==> config.mk <==
export PLATFORM = sky130hd
export DESIGN_NAME = bcd_conv_arbiter
export DESIGN_NICKNAME = d
export VERILOG_FILES = /design/src/rtl/bcd_pkg.sv /design/src/rtl/bcd_conv_arbiter_dd_step.sv /design/src/rtl/bcd_conv_arbiter.sv
export SDC_FILE = /design/constraint.sdc
export NUM_CORES = 1
export LEC_CHECK = 0
export BUFFER_PORTS_ARGS = -buffer_cell sky130_fd_sc_hd__buf_2
export CORE_MARGIN = 2
export CORE_UTILIZATION = 30
export DETAILED_ROUTE_END_ITERATION = 10
export GPL_TIMING_DRIVEN = 0
export REMOVE_ABC_BUFFERS = 1
export SLEW_MARGIN = 20
export SYNTH_ARGS = -nofsm -noshare
export SYNTH_HDL_FRONTEND = slang
export SYNTH_SLANG_ARGS = --single-unit
==> constraint.sdc <==
create_clock -name clk -period 3.2 [get_ports clk]
set_input_delay 0.16 -clock clk [delete_from_list [all_inputs] [get_ports clk]]
set_output_delay 0.16 -clock clk [all_outputs]
set_load 0.02 [all_outputs]
==> src/rtl/bcd_pkg.sv <==
// Shared definitions for the BCD conversion arbiter: operand/result widths,
// the invalid markers used by the display decoder, and the FSM state type.
package bcd_pkg;

    localparam int BIN_W  = 12;
    localparam int DIGITS = 4;
    localparam int BCD_W  = 4 * DIGITS;

    // All-ones result tells the display decoder to blank or flag the field
    localparam logic [BCD_W-1:0] BCD_INVALID = 16'hFFFF;
    localparam logic [BIN_W-1:0] BIN_INVALID = 12'hFFF;

    typedef enum logic [1:0] {
        IDLE,
        SHIFT,
        SPECIAL,
        DONE
    } state_t;

    // Double-dabble correction: a digit of 5..9 gets +3 so the following
    // left shift carries correctly into the next decade. Digits never exceed
    // 9 before correction, so the sum always fits in four bits.
    function automatic logic [3:0] add3(input logic [3:0] digit);
        return (digit > 4'd4) ? digit + 4'd3 : digit;
    endfunction

endpackage

==> src/rtl/bcd_conv_arbiter_dd_step.sv <==
// One double-dabble iteration: correct every BCD digit, then shift the
// {bcd, bin} pair left by one so the next binary bit enters the units digit.
module dd_step
    import bcd_pkg::*;
(
    input  logic [BCD_W-1:0] bcd,
    input  logic [BIN_W-1:0] bin,
    output logic [BCD_W-1:0] bcd_next,
    output logic [BIN_W-1:0] bin_next
);

    logic [BCD_W-1:0] adjusted;

    // Per-digit add-3 correction followed by the combined left shift
    always_comb begin
        adjusted = '0;
        for (int i = 0; i < DIGITS; i++) begin
            adjusted[i*4 +: 4] = add3(bcd[i*4 +: 4]);
        end
        {bcd_next, bin_next} = {adjusted, bin} << 1;
    end

endmodule

==> src/rtl/bcd_conv_arbiter.sv <==
// Round-robin arbiter sharing one sequential 12-bit to 4-digit BCD engine
// among several display requesters. A normal operand takes one grant cycle,
// twelve shift cycles and one finishing cycle; 12'hFFF is short-circuited to
// the all-ones invalid marker. The cycle in which done is presented is never
// a grant cycle, so a requester reacting to its done pulse on the next edge
// is not served a second time by accident.
module bcd_conv_arbiter #(
    parameter int NREQ   = 4,
    parameter int BIN_W  = 12,
    parameter int DIGITS = 4
) (
    input  logic                    clk,
    input  logic                    rst_n,
    input  logic [NREQ-1:0]         req,
    input  logic [NREQ*BIN_W-1:0]   bin_in,
    output logic [NREQ-1:0]         done,
    output logic [4*DIGITS-1:0]     bcd_out,
    output logic [$clog2(NREQ)-1:0] owner,
    output logic                    busy
);

    import bcd_pkg::*;

    localparam int OW = $clog2(NREQ);
    localparam int CW = OW + 1;
    localparam int RW = 4 * DIGITS;
    localparam logic [OW-1:0]   LAST_REQ = OW'(NREQ - 1);
    localparam logic [NREQ-1:0] ONE_HOT0 = NREQ'(1);

    state_t             state;
    logic [OW-1:0]      ptr;
    logic [BIN_W-1:0]   opnd;
    logic [RW-1:0]      acc;
    logic [3:0]         count;

    logic               grant_found;
    logic [OW-1:0]      grant_idx;
    logic [CW-1:0]      cand;
    logic [BIN_W-1:0]   grant_opnd;
    logic [RW-1:0]      acc_next;
    logic [BIN_W-1:0]   opnd_next;

    // Round-robin search: first pending request at or above ptr, wrapping at NREQ
    always_comb begin
        grant_found = 1'b0;
        grant_idx   = '0;
        cand        = '0;
        for (int i = 0; i < NREQ; i++) begin
            cand = {1'b0, ptr} + CW'(i);
            if (cand >= CW'(NREQ)) begin
                cand = cand - CW'(NREQ);
            end
            if (!grant_found && req[cand[OW-1:0]]) begin
                grant_found = 1'b1;
                grant_idx   = cand[OW-1:0];
            end
        end
    end

    assign grant_opnd = bin_in[grant_idx*BIN_W +: BIN_W];

    dd_step u_step (
        .bcd      (acc),
        .bin      (opnd),
        .bcd_next (acc_next),
        .bin_next (opnd_next)
    );

    // Conversion sequencer with registered done/busy/owner/result outputs
    always_ff @(posedge clk or negedge rst_n) begin
        if (!rst_n) begin
            state   <= IDLE;
            ptr     <= '0;
            opnd    <= '0;
            acc     <= '0;
            count   <= '0;
            done    <= '0;
            bcd_out <= '0;
            owner   <= '0;
            busy    <= 1'b0;
        end else begin
            case (state)
                IDLE: begin
                    done <= '0;
                    if (done == '0 && grant_found) begin
                        owner <= grant_idx;
                        opnd  <= grant_opnd;
                        acc   <= '0;
                        count <= '0;
                        busy  <= 1'b1;
                        state <= (grant_opnd == BIN_INVALID) ? SPECIAL : SHIFT;
                    end else begin
                        busy  <= 1'b0;
                    end
                end
                SHIFT: begin
                    acc   <= acc_next;
                    opnd  <= opnd_next;
                    count <= count + 4'd1;
                    if (count == 4'(BIN_W - 1)) begin
                        state <= DONE;
                    end
                end
                SPECIAL: begin
                    acc   <= BCD_INVALID;
                    state <= DONE;
                end
                DONE: begin
                    bcd_out <= acc;
                    done    <= ONE_HOT0 << owner;
                    ptr     <= (owner == LAST_REQ) ? '0 : owner + OW'(1);
                    state   <= IDLE;
                end
                default: begin
                    state <= IDLE;
                end
            endcase
        end
    end

endmodule

==> results of run 1 <==
[cell families after synthesis]
logic type | count (synthesis)
AND/OR/NAND/NOR | 95
AO/OA/AOI/OAI | 94
flip-flops | 59
multiplexers | 54
buffers and inverters | 37
adder cells (fa/ha/maj) | 13
XOR/XNOR | 5
[critical path: stages (launching register included)]
cell and delay, ns:
dfrtp_1 0.50, a21oi_2 0.08, o21a_1 0.20, o22ai_4 0.74
mux2i_1 0.18, mux2_2 0.32, nor4_1 0.46, and4_1 0.26
o21ai_1 0.05
[power groups by stage]
stage	combinational, mW	clock (mW)	sequential (mW)
after floorplan	1.40	0	1.38
after global routing	2.38	0.710	1.33
after global placement	1.99	0	1.29
after CTS	2.14	0.680	1.29
after detailed placement	2.14	0	1.30
final	2.10	0.659	1.29
[sequential cells by signal, indices dropped and copies added (netlist names)]
signal / count
busy: 1
ptr: 2
opnd: 12
owner: 2
count: 4
acc: 16
state: 2
bcd_out: 16
done: 4
[final cells by class]
cell class,count,area [sq um]
inverter,19,71.3
timing repair buffer,79,435
clock inverter,2,35.0
fill,1097,6810
tap,140,175
multi-input combinational,261,1730
sequential,59,1480
clock buffer,14,153
[cell usage after synthesis (all sizes together) (3+ instances only)]
master,instances,area share
nand2b,3,0.0056
ha,13,0.048
buf,4,0.010
nor2,21,0.023
a21o,3,0.0067
clkbuf,14,0.016
nand2,57,0.064
nor3,3,0.0045
a22o,3,0.0078
xnor2,5,0.013
dfrtp,59,0.44
mux2i,25,0.075
nor4,4,0.011
mux2,29,0.097
inv,18,0.020
o21ai,42,0.063
a21oi,37,0.056
[worst min path at each step]
| stage | start | to | slack [ns] | depth (start not counted) |
|---|---|---|---|---|
| 6_report | req[1] | owner[0] | 0.19 | 3 |
| 5_1_grt | req[1] | owner[0] | 0.21 | 3 |
| 4_1_cts | req[1] | owner[0] | 0.17 | 3 |
| 3_5_place_dp | rst_n | bcd_out[1] | 0.28 | 1 |
| 3_3_place_gp | opnd[10] | opnd[10] | 0.46 | 2 |
| 2_1_floorplan | rst_n | acc[0] | -0.14 | 0 |
[routing by layer]
layer,vias to the layer above,GRT usage,routed length (um)
met1,1311,0.150,3170
met4,0,0.0515,121
met3,12,0.0243,249
li1,1379,-,-
met2,42,0.212,3300
met5,-,0,0
[timing repair]
item	CTS	global route
endpoints found under the hold margin	59	0
hold buffers	1	0
buffers inserted	0	0
==> results.json, run 1 <==
{
  "hold-worst-slack_ns": 0.185,
  "die_h_um": 110,
  "async_flop_share": 1.00,
  "numCtsBuffers": 9,
  "r2r_start": "ptr[1]",
  "finalSetupViolations": 0,
  "r2r_end": "state[0]",
  "synth_edf_count": 0,
  "final_cell_mix": "75 x buf_2, 59 x dfrtp_1, 57 x nand2_1",
  "pwr-share-comb": 0.519,
  "crit_required_ns": 3.42,
  "leakagePower_nw": 2.01,
  "p_sw_mw": 1.74,
  "synth.avg_cell_area_sq_um": 9.40,
  "placed_area_sq_mm": 0.00388,
  "slew_headroom": 0.333,
  "synthSimpleGateAreaFrac": 0.122,
  "rsz0062_at_grt": "false",
  "num_antenna_cells": 0,
  "report.final.slew_viol_count": 0,
  "postLayoutCellArea_sq_mm": 0.00408,
  "clock_power_share": 0.163,
  "drc": 0,
  "start_util": 0.308,
  "synth_top_family_by_area": "multiplexers",
  "grt.overflow.total": 0,
  "period_share": 0.910,
  "crit_type": "reg2reg",
  "cts.clk_slew.worst_paths_ns": 0.07,
  "finalCriticalPeriod_ns": 2.91,
  "ys_dominant_reg_cell": "dfrtp_1",
  "clockBufferDepth": 2,
  "power_mw": 4.04,
  "clk_latency_ns": 0.33,
  "synth.cell_area_sq_mm": 0.00336,
  "antenna_found_initial": 0,
  "dp_hpwl_mm": 4.95,
  "dp_cells": 557,
  "synthAdderAreaFrac": 0.0485,
  "area_delta_synth_final_pct": 21.5,
  "core_sq_mm": 0.0109,
  "tritoncts": "yes",
  "crit_start": "ptr[1]",
  "final_core_util": 0.375,
  "crit_arrival_ns": 3.13,
  "cts_sinks": 59,
  "ys_ff_latch": 59,
  "fin_cells": 574,
  "netlist_instances": 357,
  "synthXorXnorAreaFrac": 0.0130,
  "tightest_slew_ns": 1.00,
  "fin_tns_setup_ns": 0,
  "irDropWorstVdd_mv": 0.442,
  "fin_nets": 496,
  "rows": 38,
  "viasPerCell": 4.78,
  "initialDrtViolationCount": 80,
  "clock_skew_ns": 0.00729,
  "wire_per_inst_um": 11.9,
  "ant_nets": 0,
  "synth.distinct_cells": 36,
  "die_area_sq_mm": 0.0121,
  "cap_violations": 0,
  "p_int_mw": 2.30,
  "drive_above_1_share": 0.293,
  "final_common_cell": "buf_2",
  "power_density_mw_per_mm2": 991,
  "p_sw_frac": 0.430,
  "root_buffer": "clkbuf_8",
  "critPathLaunchType": "flop",
  "drtPass1Iterations": 4,
  "critPathMaxFanout": 25,
  "synthMuxAreaShare": 0.172,
  "portBuffers": 76,
  "io_pins": 77,
  "pre_cts_slack_ns": 0.279,
  "status": "finished, final reports clean",
  "vias": 2744,
  "finalWorstSetupSlack_ns": 0.287,
  "r2r_setup_slack_ns": 0.29,
  "gp_congestion": 0.710,
  "ys.warnings.count": 0,
  "crit_end": "state[0]",
  "h-tree-depth": 3,
  "ctsResizeCount": 0,
  "power_frac_seq": 0.318,
  "max_freq_mhz": 343,
  "grt_max_degree": 60,
  "reg2regPathDepth": 8,
  "hold_class": "in2reg",
  "dieWidth_um": 110,
  "ys_seq_area_frac": 0.440,
  "grt_pass1_wl_mm": 11.8,
  "hold_viol": 0,
  "synth_compound_area_frac": 0.158,
  "grt_pass1_vias": 2611,
  "wirelength_mm": 6.84,
  "track_usage": 0.123,
  "end_kind": "flop"
}
No activity file was read; power rests on OpenSTA's default activity.
==> run 2: changes to the inputs <==
--- a/config.mk
+++ b/config.mk
@@ -5,10 +5,10 @@
 export SDC_FILE = /design/constraint.sdc
 export NUM_CORES = 1
 export LEC_CHECK = 0
-export BUFFER_PORTS_ARGS = -buffer_cell sky130_fd_sc_hd__buf_2
 export CORE_MARGIN = 2
 export CORE_UTILIZATION = 30
 export DETAILED_ROUTE_END_ITERATION = 10
+export DONT_BUFFER_PORTS = 1
 export GPL_TIMING_DRIVEN = 0
 export REMOVE_ABC_BUFFERS = 1
 export SLEW_MARGIN = 20
==> results.json, run 2 (synthesized netlist as in run 1, its figures left out) <==
{
  "max_freq_mhz": 341,
  "power_mw": 4.00,
  "die_h_um": 110,
  "numCtsBuffers": 9,
  "critical_path.cell_chain": "a21oi_2 > o21a_1 > o22ai_4 > mux2i_1 > mux2_2 > nor4_1 > and4_1 > o21ai_1",
  "wl_met2_mm": 3.24,
  "status": "finished, final reports clean",
  "wire_per_inst_um": 13.5,
  "wirelength_mm": 6.72,
  "hold_class": "in2reg",
  "highest_layer": "met4",
  "dieWidth_um": 110,
  "rsz0062_at_grt": "false",
  "critPathLaunchType": "flop",
  "max_stage_delay_ns": 0.76,
  "cts.clk_slew.worst_paths_ns": 0.06,
  "drtPass1Iterations": 4,
  "report.final.slew_viol_count": 0,
  "period_share": 0.917,
  "viasPerCell": 4.91,
  "tightest_slew_ns": 1.03,
  "end_kind": "flop",
  "ctsResizeCount": 0,
  "clock_skew_ns": 0.00511,
  "h-tree-depth": 3,
  "grt_pass1_vias": 2320,
  "num_antenna_cells": 0,
  "met3_length_um": 340,
  "clk_latency_ns": 0.34,
  "crit_arrival_ns": 3.16,
  "area_delta_synth_final_pct": 11.7,
  "vias": 2444,
  "finalCriticalPeriod_ns": 2.93,
  "initialDrtViolationCount": 125,
  "grt_pass1_wl_mm": 11.0,
  "final_cell_mix": "59 x dfrtp_1, 57 x nand2_1, 36 x a21oi_1",
  "portBuffers": 0,
  "clockBufferDepth": 2,
  "io_pins": 77,
  "drc": 0,
  "crit_type": "reg2reg",
  "grt_max_degree": 60,
  "core_sq_mm": 0.0109,
  "rows": 38,
  "irDropWorstVdd_mv": 0.413,
  "final_common_cell": "dfrtp_1",
  "cap_violations": 0,
  "fin_nets": 421,
  "hold_viol": 0,
  "dp_hpwl_mm": 4.72,
  "final_core_util": 0.344,
  "crit_required_ns": 3.43,
  "ant_nets": 0,
  "antenna_found_initial": 0,
  "dp_cells": 481,
  "tritoncts": "yes",
  "root_buffer": "clkbuf_8",
  "track_usage": 0.119,
  "leakagePower_nw": 1.71,
  "drive_above_1_share": 0.151,
  "cts_hold_buf": 2,
  "slew_headroom": 0.313,
  "crit_path_top_delay_cell": "o22ai_4",
  "gp_congestion": 0.692,
  "critPathMaxFanout": 25,
  "finalSetupViolations": 0,
  "fin_cells": 498,
  "largestRegisters": "acc: 16 flops, bcd_out: 16 flops, opnd: 12 flops",
  "met1_length_mm": 3.04,
  "cts_sinks": 59,
  "power_density_mw_per_mm2": 1070,
  "grt.overflow.total": 0,
  "post_cts_buffers": 0,
  "start_util": 0.308,
  "die_area_sq_mm": 0.0121
}
[run 2: changes by cell type in the layout (fill, tap and decap cells not counted)]
| cell | before | now |
|---|---|---|
| buf_2 | 75 | 0 |
| clkinv_2 | 1 | 0 |
| clkbuf_1 | 4 | 1 |
| buf_4 | 1 | 0 |
| clkbuf_8 | 10 | 13 |
| buf_16 | 1 | 2 |
[run 2: critical path: cells and delay by family, from the launching register on]
family             cells  cell delay [ns]
and+or+nand+nor        2             0.70
AOI/OAI and AO/OA      4             1.10
muxes                  2             0.50
DFF                    1             0.50
[run 2: power breakdown]
| group | internal, mW | leakage, nW | switching, mW |
|---|---|---|---|
| clock | 0.441 | 0.109 | 0.289 |
| sequential | 1.05 | 0.764 | 0.390 |
| combinational | 0.780 | 0.841 | 1.05 |
[run 2: area by class of cell]
| cell class | instances | area [sq um] |
|---|---|---|
| tap | 140 | 175 |
| timing repair buffer | 4 | 80.1 |
| clock buffer | 14 | 183 |
| clock inverter | 1 | 30.0 |
| fill | 1099 | 7140 |
| sequential | 59 | 1480 |
| multi-input combinational | 261 | 1730 |
| inverter | 19 | 71.3 |
[run 2: metal layers]
metal  vias up  GRT usage
met5         -          0
met4         0     0.0570
met3         8     0.0326
met2        47      0.191
met1      1160      0.146
li1       1229          -
[run 2: path summary, 6_finish.rpt]
path,startpoint,endpoint,slack [ns],cells after the start
max,ptr[1],state[0],0.27,8
min,req[1],owner[0],0.04,2
max reg2reg,ptr[1],state[0],0.27,8
min reg2reg,opnd[8],opnd[8],0.48,2
max in group asynchronous,rst_n,acc[8],2.61,2
min in group asynchronous,rst_n,bcd_out[0],0.34,2
[run 2: stage by stage]
step	setup TNS, ns	instance area, sq um	hold slack [ns]	worst slack (ns)
floorplan	0	3270	-0.136	0.550
global placement	-0.225	3450	-0.131	-0.191
detailed placement	0	3500	-0.131	0.270
CTS	0	3750	0.0194	0.241
global route	0	3750	0.0413	0.0283
finish	0	3750	0.0403	0.266
